--- src/rtl/serial_addsub_acc_pkg.sv ---
// Shared types for the bit-serial accumulating adder/subtractor.
//   op_e    : opcode encoding carried on in_op
//   state_e : control FSM states
package serial_addsub_acc_pkg;

    typedef enum logic [1:0] {
        OP_ADD  = 2'b00,
        OP_SUB  = 2'b01,
        OP_LOAD = 2'b10,
        OP_CLR  = 2'b11
    } op_e;

    typedef enum logic [1:0] {
        IDLE = 2'b00,
        RUN  = 2'b01,
        DONE = 2'b10
    } state_e;

endpackage

--- src/rtl/serial_addsub_acc_fa.sv ---
// 1-bit full-adder cell used as the serial datapath.
//   x, y, z : addend bits and carry in
//   sum     : x ^ y ^ z
//   carry   : majority(x, y, z)
module full_adder (
    input  logic x,
    input  logic y,
    input  logic z,
    output logic sum,
    output logic carry
);

    assign sum   = x ^ y ^ z;
    assign carry = (x & y) | (z & (x ^ y));

endmodule

--- src/rtl/serial_addsub_acc.sv ---
// Bit-serial accumulating adder/subtractor. One operand bit is combined with
// the accumulator per clock through a single full-adder cell.
//   clk, rst             : clock (rising edge), async active-high reset
//   in_valid/in_ready    : operand handshake, in_op opcode, in_b operand
//   out_valid/out_ready  : result handshake
//   acc                  : registered accumulator, always visible
//   flag_c/v/z/n         : carry, signed overflow, zero, negative
//
// state | meaning
// ------+--------------------------------------------------------------
// IDLE  | in_ready high, waiting for an operand
// RUN   | one full-adder step per clock, LSB first, WIDTH steps
// DONE  | out_valid high, acc and flags frozen until out_ready
module serial_addsub_acc
    import serial_addsub_acc_pkg::*;
#(
    parameter int WIDTH = 4
) (
    input  logic             clk,
    input  logic             rst,
    input  logic             in_valid,
    output logic             in_ready,
    input  logic [1:0]       in_op,
    input  logic [WIDTH-1:0] in_b,
    output logic             out_valid,
    input  logic             out_ready,
    output logic [WIDTH-1:0] acc,
    output logic             flag_c,
    output logic             flag_v,
    output logic             flag_z,
    output logic             flag_n
);

    localparam int CW = (WIDTH > 2) ? $clog2(WIDTH) : 1;
    localparam logic [CW-1:0] LAST_IDX = CW'(WIDTH - 1);

    state_e           state;
    state_e           state_next;
    op_e              op_in;
    logic             sub_sel;
    logic             arith_sel;
    logic [WIDTH-1:0] shift;
    logic [WIDTH-1:0] shift_next;
    logic [WIDTH-1:0] bop;
    logic             carry;
    logic [CW-1:0]    idx;
    logic             bit_last;
    logic             fa_sum;
    logic             fa_carry;

    assign op_in     = op_e'(in_op);
    assign sub_sel   = (op_in == OP_SUB);
    assign arith_sel = (op_in == OP_ADD) || (op_in == OP_SUB);
    assign bit_last  = (idx == LAST_IDX);

    // Sum enters at the MSB while the accumulator copy drains from the LSB,
    // so after WIDTH steps the register holds the complete result.
    assign shift_next = {fa_sum, shift[WIDTH-1:1]};

    full_adder u_fa (
        .x     (shift[0]),
        .y     (bop[idx]),
        .z     (carry),
        .sum   (fa_sum),
        .carry (fa_carry)
    );

    always_ff @(posedge clk or posedge rst) begin
        if (rst) begin
            state <= IDLE;
        end else begin
            state <= state_next;
        end
    end

    always_comb begin
        state_next = state;
        in_ready   = 1'b0;
        out_valid  = 1'b0;
        case (state)
            IDLE: begin
                in_ready = 1'b1;
                if (in_valid) begin
                    state_next = arith_sel ? RUN : DONE;
                end
            end
            RUN: begin
                if (bit_last) begin
                    state_next = DONE;
                end
            end
            DONE: begin
                out_valid = 1'b1;
                if (out_ready) begin
                    state_next = IDLE;
                end
            end
            default: state_next = IDLE;
        endcase
    end

    always_ff @(posedge clk or posedge rst) begin
        if (rst) begin
            acc    <= '0;
            shift  <= '0;
            bop    <= '0;
            carry  <= 1'b0;
            idx    <= '0;
            flag_c <= 1'b0;
            flag_v <= 1'b0;
            flag_z <= 1'b0;
            flag_n <= 1'b0;
        end else begin
            case (state)
                IDLE: begin
                    if (in_valid) begin
                        case (op_in)
                            OP_ADD, OP_SUB: begin
                                // Two's complement subtract: invert B, carry-in 1.
                                bop   <= in_b ^ {WIDTH{sub_sel}};
                                carry <= sub_sel;
                                idx   <= '0;
                                shift <= acc;
                            end
                            OP_LOAD: begin
                                acc    <= in_b;
                                flag_c <= 1'b0;
                                flag_v <= 1'b0;
                                flag_z <= (in_b == '0);
                                flag_n <= in_b[WIDTH-1];
                            end
                            default: begin
                                acc    <= '0;
                                flag_c <= 1'b0;
                                flag_v <= 1'b0;
                                flag_z <= 1'b1;
                                flag_n <= 1'b0;
                            end
                        endcase
                    end
                end
                RUN: begin
                    shift <= shift_next;
                    carry <= fa_carry;
                    if (bit_last) begin
                        // carry still holds the carry into the MSB on this step.
                        acc    <= shift_next;
                        flag_c <= fa_carry;
                        flag_v <= carry ^ fa_carry;
                        flag_z <= (shift_next == '0);
                        flag_n <= fa_sum;
                    end else begin
                        idx <= idx + 1'b1;
                    end
                end
                default: ;
            endcase
        end
    end

endmodule

--- config.mk ---
export PLATFORM = sky130hd
export DESIGN_NAME = serial_addsub_acc
export DESIGN_NICKNAME = d
export VERILOG_FILES = /design/src/rtl/serial_addsub_acc_pkg.sv /design/src/rtl/serial_addsub_acc_fa.sv /design/src/rtl/serial_addsub_acc.sv
export SDC_FILE = /design/constraint.sdc
export NUM_CORES = 1
export LEC_CHECK = 0
export ABC_AREA = 1
export BUFFER_PORTS_ARGS = -buffer_cell sky130_fd_sc_hd__clkbuf_2
export CORE_MARGIN = 2
export CORE_UTILIZATION = 55
export CTS_BUF_LIST = sky130_fd_sc_hd__clkbuf_2 sky130_fd_sc_hd__clkbuf_4 sky130_fd_sc_hd__clkbuf_8
export CTS_CLUSTER_DIAMETER = 50
export DETAILED_ROUTE_END_ITERATION = 8
export PLACE_DENSITY = 0.79
export REMOVE_ABC_BUFFERS = 1
export SLEW_MARGIN = 30
export SYNTH_ARGS = -nofsm -noshare
export SYNTH_HDL_FRONTEND = slang
export SYNTH_SLANG_ARGS = --single-unit
--- constraint.sdc ---
create_clock -name clk -period 1.9 [get_ports clk]
set_clock_uncertainty 0.2 [all_clocks]
set_input_delay 0.19 -clock clk [delete_from_list [all_inputs] [get_ports clk]]
set_output_delay 0.19 -clock clk [all_outputs]
set_load 0.03 [all_outputs]
==> flow_summary.yaml, run 1 <==
critical_path:
  reg2reg_depth: 10
  required_ns: 1.90
  arrival_ns: 1.91
  r2r_setup_slack_ns: -0.01
  crit_end: "shift[3]"
  crit_start: "idx[1]"
  criticalPathCategory: "flop to flop"
  start_kind: "flop"
  r2r_end: "shift[3]"
  reg2reg_from: "idx[1]"
  cp_max_fo: 3
  endpoint_kind: "flop"
place:
  io_buffer_count: 19
  place_inst: 192
  post_dp_cell_area_um2: 1210
  dpl.hpwl_um: 1810
  place.gp.congestion: 0.930
  place_ws_ns: 0.0487
floorplan:
  chipHeight_um: 48.3
  initial_core_util: 0.566
  die_area_um2: 2330
  dieWidth_um: 48.3
  core_um2: 1900
  row_count: 16
  io_pins: 20
yosys:
  yosysSeqAreaShare: 0.465
  ys_warn_count: 0
  syn_area_per_cell_um2: 7.43
  syn_inst: 145
  synth.distinct_cells: 17
  async_flop_share: 1.00
  netlist_area_um2: 1080
  synth_edf_count: 0
  synthFlopType: "dfrtp_1"
  ys_seq_elements: 20
pwr:
  vdd_ir_drop_max_v: 0.00101
  pwr_density_cell_nw_per_um2: 1610
  p_leak_nw: 0.731
  p_total_mw: 2.10
finish:
  layout_common_cells: "nand2_1 (51), inv_1 (20), dfrtp_1 (19), clkbuf_2 (19), o21ai_0 (12)"
  final_area_um2: 1300
  final_cells: 200
  fin_util: 0.685
  antenna_cells: 0
  area_growth_pct: 20.9
  layout.nets: 186
  final_common_cell: "nand2_1"
  n_fill_cell: 163
  post_route_cells_drive_above_1_share: 0.214
global_routing:
  grt_overflow: 0
  grt_max_degree: 12
  grt_pass1_vias: 964
  antenna_found_initial: 0
  grt_pass1_wl_um: 3870
  track_usage: 0.242
cts:
  clk_path_buf_depth: 2
  cts_tree: "done"
  htree_levels: 1
  cts_inserted_buffers: 3
  clkLatencyLatePin_ns: 0.30
  clk_pin_slew_ns: 0.11
  cts_sinks: 20
  root_buffer: "clkbuf_4"
detailed_routing:
  via_per_inst: 5.03
  drc: 0
  drt-initial-drc-count: 30
  routed_wl_um: 2460
  dr.pass1.iters: 4
  ant_nets: 0
  post_drt_wl_per_cell_um: 12.3
  vias: 1005
sta:
  setup_viol: 2
  fin_ws_ns: -0.0142
  period_share: 1.01
  fin_crit_ns: 1.91
  fmax_mhz: 522
  hold_violations: 0
  slew_headroom: 0.698
  worstMarginPinSlew_ns: 0.452
  rsz0062_at_grt: "yes"
  final-max-slew-violation-count: 0
min_path:
  hold_class: "primary input to flop"
outcome:
  outcome: "finished with violations"
  violations: "negative setup slack"
job:
  cap_violations: 0
[timing repair]
| item | 4_1_cts | 5_1_grt |
|---|---|---|
| endpoints found under the setup margin | 1 | 5 |
| hold endpoints to repair | 11 | 0 |
| pin swaps | 0 | 6 |
| resized for setup | 1 | 9 |
| hold buffers | 2 | 0 |
| setup buffers | 0 | 2 |
[sequential cells by signal, summed over array words and instances, names as in the netlist]
name and count:
flag_n 1, shift 4, flag_z 1, acc 3, idx 2, state 2
flag_v 1, flag_c 1, bop 4, carry 1
[cell type report]
class / instances / area (um^2) / area share
multi-input combinational: 103 / 507 / 0.389
sequential: 20 / 502 / 0.385
timing repair buffer: 25 / 145 / 0.111
inverter: 21 / 78.8 / 0.0605
clock buffer: 4 / 36.3 / 0.0279
tap: 27 / 33.8 / 0.0259
[worst min path at each step]
stage / start / to / slack [ns] / cells after the start
after CTS: in_valid / state[0] / 0.03 / 3
after floorplan: rst / acc[0] / -0.05 / 1
final: in_valid / state[0] / 0.04 / 3
after detailed placement: rst / state[1] / -0.02 / 2
after global routing: in_valid / state[0] / 0.05 / 3
after global placement: rst / state[1] / -0.02 / 2
[cell usage after synthesis (4+ instances only)]
cell type  instances  area (um^2)
nor2_1            12         45.0
dfrtp_1           20          500
nand2_1           53          199
xor2_1             4         35.0
o21ai_0           15         75.1
a21oi_1            5         25.0
inv_1             21         78.8
nand3_1            6         30.0
[kinds of logic after synthesis]
group                    after synthesis  synth area share
AO/OA/AOI/OAI                         21            0.0976
AND/OR/NAND/NOR                       75             0.287
flip-flops                            20             0.465
buffers and inverters                 22            0.0801
XOR/XNOR                               5            0.0406
adder cells (fa/ha/maj)                2            0.0302
[critical path: stages (launching register included)]
cell and delay [ns]:
dfrtp_1 0.43, inv_2 0.08, a21oi_2 0.04, o21ai_1 0.08, nand2_1 0.09, fa_1 0.59, inv_1 0.07, nand2_2 0.08
nand2_2 0.04, nor2_1 0.08, a21oi_1 0.04
[layer usage]
layer	wire length [um]	global-route usage
met1	1090	0.287
met5	0	0
met3	128	0.0481
met2	1220	0.418
met4	28	0.108
[report_power, final]
group / leakage (nW) / switching, mW / internal, mW
registers: 0.255 / 0.133 / 0.603
clock network: 0.0210 / 0.132 / 0.117
logic: 0.455 / 0.745 / 0.367
[through the flow]
stage | TNS, ns | hold slack, ns
2_1_floorplan | 0 | -0.0462
3_3_place_gp | 0 | -0.0233
3_5_place_dp | 0 | -0.0186
4_1_cts | 0 | 0.0339
5_1_grt | -0.409 | 0.0485
6_report | -0.0278 | 0.0370
Note: power is estimated with default switching activity, not from simulation.
==> run 2, diff against run 1 <==
==> constraint.sdc (replaced) <==
create_clock -name clk -period 1.9 [get_ports clk]
set_clock_uncertainty 0.2 [all_clocks]
set_input_delay 0.38 -clock clk [delete_from_list [all_inputs] [get_ports clk]]
set_output_delay 0.38 -clock clk [all_outputs]
set_load 0.03 [all_outputs]
==> flow_summary.yaml, run 2 (same netlist as run 1, synthesis figures left out) <==
outcome:
  outcome: "finished with violations"
  violations: "negative setup slack"
sta:
  fin_crit_ns: 1.92
  holdWs_ns: 0.0564
  worstMarginPinSlew_ns: 0.472
  hold_violations: 0
  setup_viol: 1
  fmax_mhz: 520
  period_share: 1.01
  slew_headroom: 0.682
  fin_ws_ns: -0.0242
  final-max-slew-violation-count: 0
critical_path:
  cpMaxStageDelayCell: "fa_1"
  crit_chain: "inv_1 > a21oi_2 > o21ai_1 > nand2_1 > fa_1 > inv_1 > nand2_1 > nand2_1 > nor2_1 > a21oi_1"
  required_ns: 1.92
  start_kind: "flop"
  endpoint_kind: "flop"
  critPathMaxStageDelay_ns: 0.43
  r2r_end: "shift[3]"
  r2r_setup_slack_ns: -0.02
  criticalPathCategory: "flop to flop"
  reg2reg_depth: 10
  crit_top_cell: "nand2_1"
  cp_max_fo: 3
  arrival_ns: 1.95
  reg2reg_from: "idx[1]"
place:
  post_dp_cell_area_um2: 1210
  io_buffer_count: 19
  place.gp.congestion: 0.910
  dpl.hpwl_um: 1860
  place_ws_ns: 0.0407
finish:
  post_route_cells_drive_above_1_share: 0.187
  layout_common_cells: "nand2_1 (53), inv_1 (21), dfrtp_1 (19), clkbuf_2 (19), o21ai_0 (13)"
  final_common_cell: "nand2_1"
  layout.nets: 185
  antenna_cells: 0
  top_regs: "bop x4, shift x4, acc x3"
  fin_util: 0.668
  area_growth_pct: 17.9
  final_area_um2: 1270
pwr:
  vdd_ir_drop_max_v: 0.000838
  p_total_mw: 2.00
  pwr_density_cell_nw_per_um2: 1570
  p_leak_nw: 0.721
detailed_routing:
  post_drt_wl_per_cell_um: 12.6
  drc: 0
  drt-initial-drc-count: 33
  via_per_inst: 5.08
  vias: 1005
  routed_wl_um: 2500
  ant_nets: 0
  dr.pass1.iters: 4
cts:
  root_buffer: "clkbuf_4"
  cts_tree: "done"
  cts_sinks: 20
  htree_levels: 1
  clk_path_buf_depth: 2
  clk_pin_slew_ns: 0.10
  cts_inserted_buffers: 3
  clkLatencyLatePin_ns: 0.30
min_path:
  holdPathStages: 2
  hold_class: "primary input to flop"
  hp-start: "out_ready"
  hold_end: "state[1]"
global_routing:
  antenna_found_initial: 0
  grt_pass1_vias: 966
  grt_overflow: 0
  grt_pass1_wl_um: 3970
  grt_max_degree: 11
  track_usage: 0.253
floorplan:
  chipHeight_um: 48.3
  io_pins: 20
  row_count: 16
  die_area_um2: 2330
  dieWidth_um: 48.3
  core_um2: 1900
  initial_core_util: 0.566
job:
  cap_violations: 0
run 2: cell count changes in the layout (fill, tap and decap cells not counted), sizes merged:
cell | previous run | this run
clkbuf | 23 | 22
dlygate4sd3 | 2 | 1
run 2: critical path: cells and delay by family, from the launching register on:
family	cells	cell delay, ns
DFF	1	0.42
buffers and inverters	2	0.16
and+or+nand+nor	4	0.27
AOI/OAI and AO/OA	3	0.36
adders and majority gates	1	0.43
run 2: cell type report:
type / count / area [um^2]
inverter: 21 / 78.8
multi-input combinational: 103 / 498
clock buffer: 3 / 22.5
sequential: 20 / 502
tap: 27 / 33.8
fill: 173 / 632
timing repair buffer: 24 / 135
run 2: metrics by stage:
step	TNS (ns)	cells
final	-0.0242	198
after floorplan	0	144
after detailed placement	0	192
after global routing	-0.108	198
after CTS	0	196
after global placement	0	192
run 2: timing repair:
| item | 4_1_cts | 5_1_grt |
|---|---|---|
| setup buffers | 0 | 2 |
| endpoints found under the hold margin | 20 | 0 |
| hold buffers | 1 | 0 |
| gates resized for setup | 0 | 5 |
| endpoints found under the setup margin | 0 | 4 |
run 2: report_power, final:
| part | leakage (nW) | internal, mW | switching, mW |
|---|---|---|---|
| logic | 0.452 | 0.348 | 0.712 |
| registers | 0.255 | 0.603 | 0.136 |
| clock network | 0.0138 | 0.0740 | 0.124 |
| total | 0.721 | 1.03 | 0.972 |
run 2: per-layer routing:
layer | GRT usage | vias up | part of all wire
li1 | - | 499 | -
met1 | 0.306 | 455 | 0.42
met2 | 0.421 | 38 | 0.49
met3 | 0.0593 | 13 | 0.058
met4 | 0.124 | 0 | 0.033
met5 | 0 | - | 0
run 2: worst max-delay path by stage:
stage                        start       end  slack, ns
after floorplan           state[0]    flag_n       0.07
after global placement      idx[0]    flag_n        0.1
after detailed placement    idx[0]  shift[3]       0.04
after CTS                   idx[0]  shift[3]       0.01
after global routing        idx[0]  shift[3]      -0.05
final                       idx[1]  shift[3]      -0.02
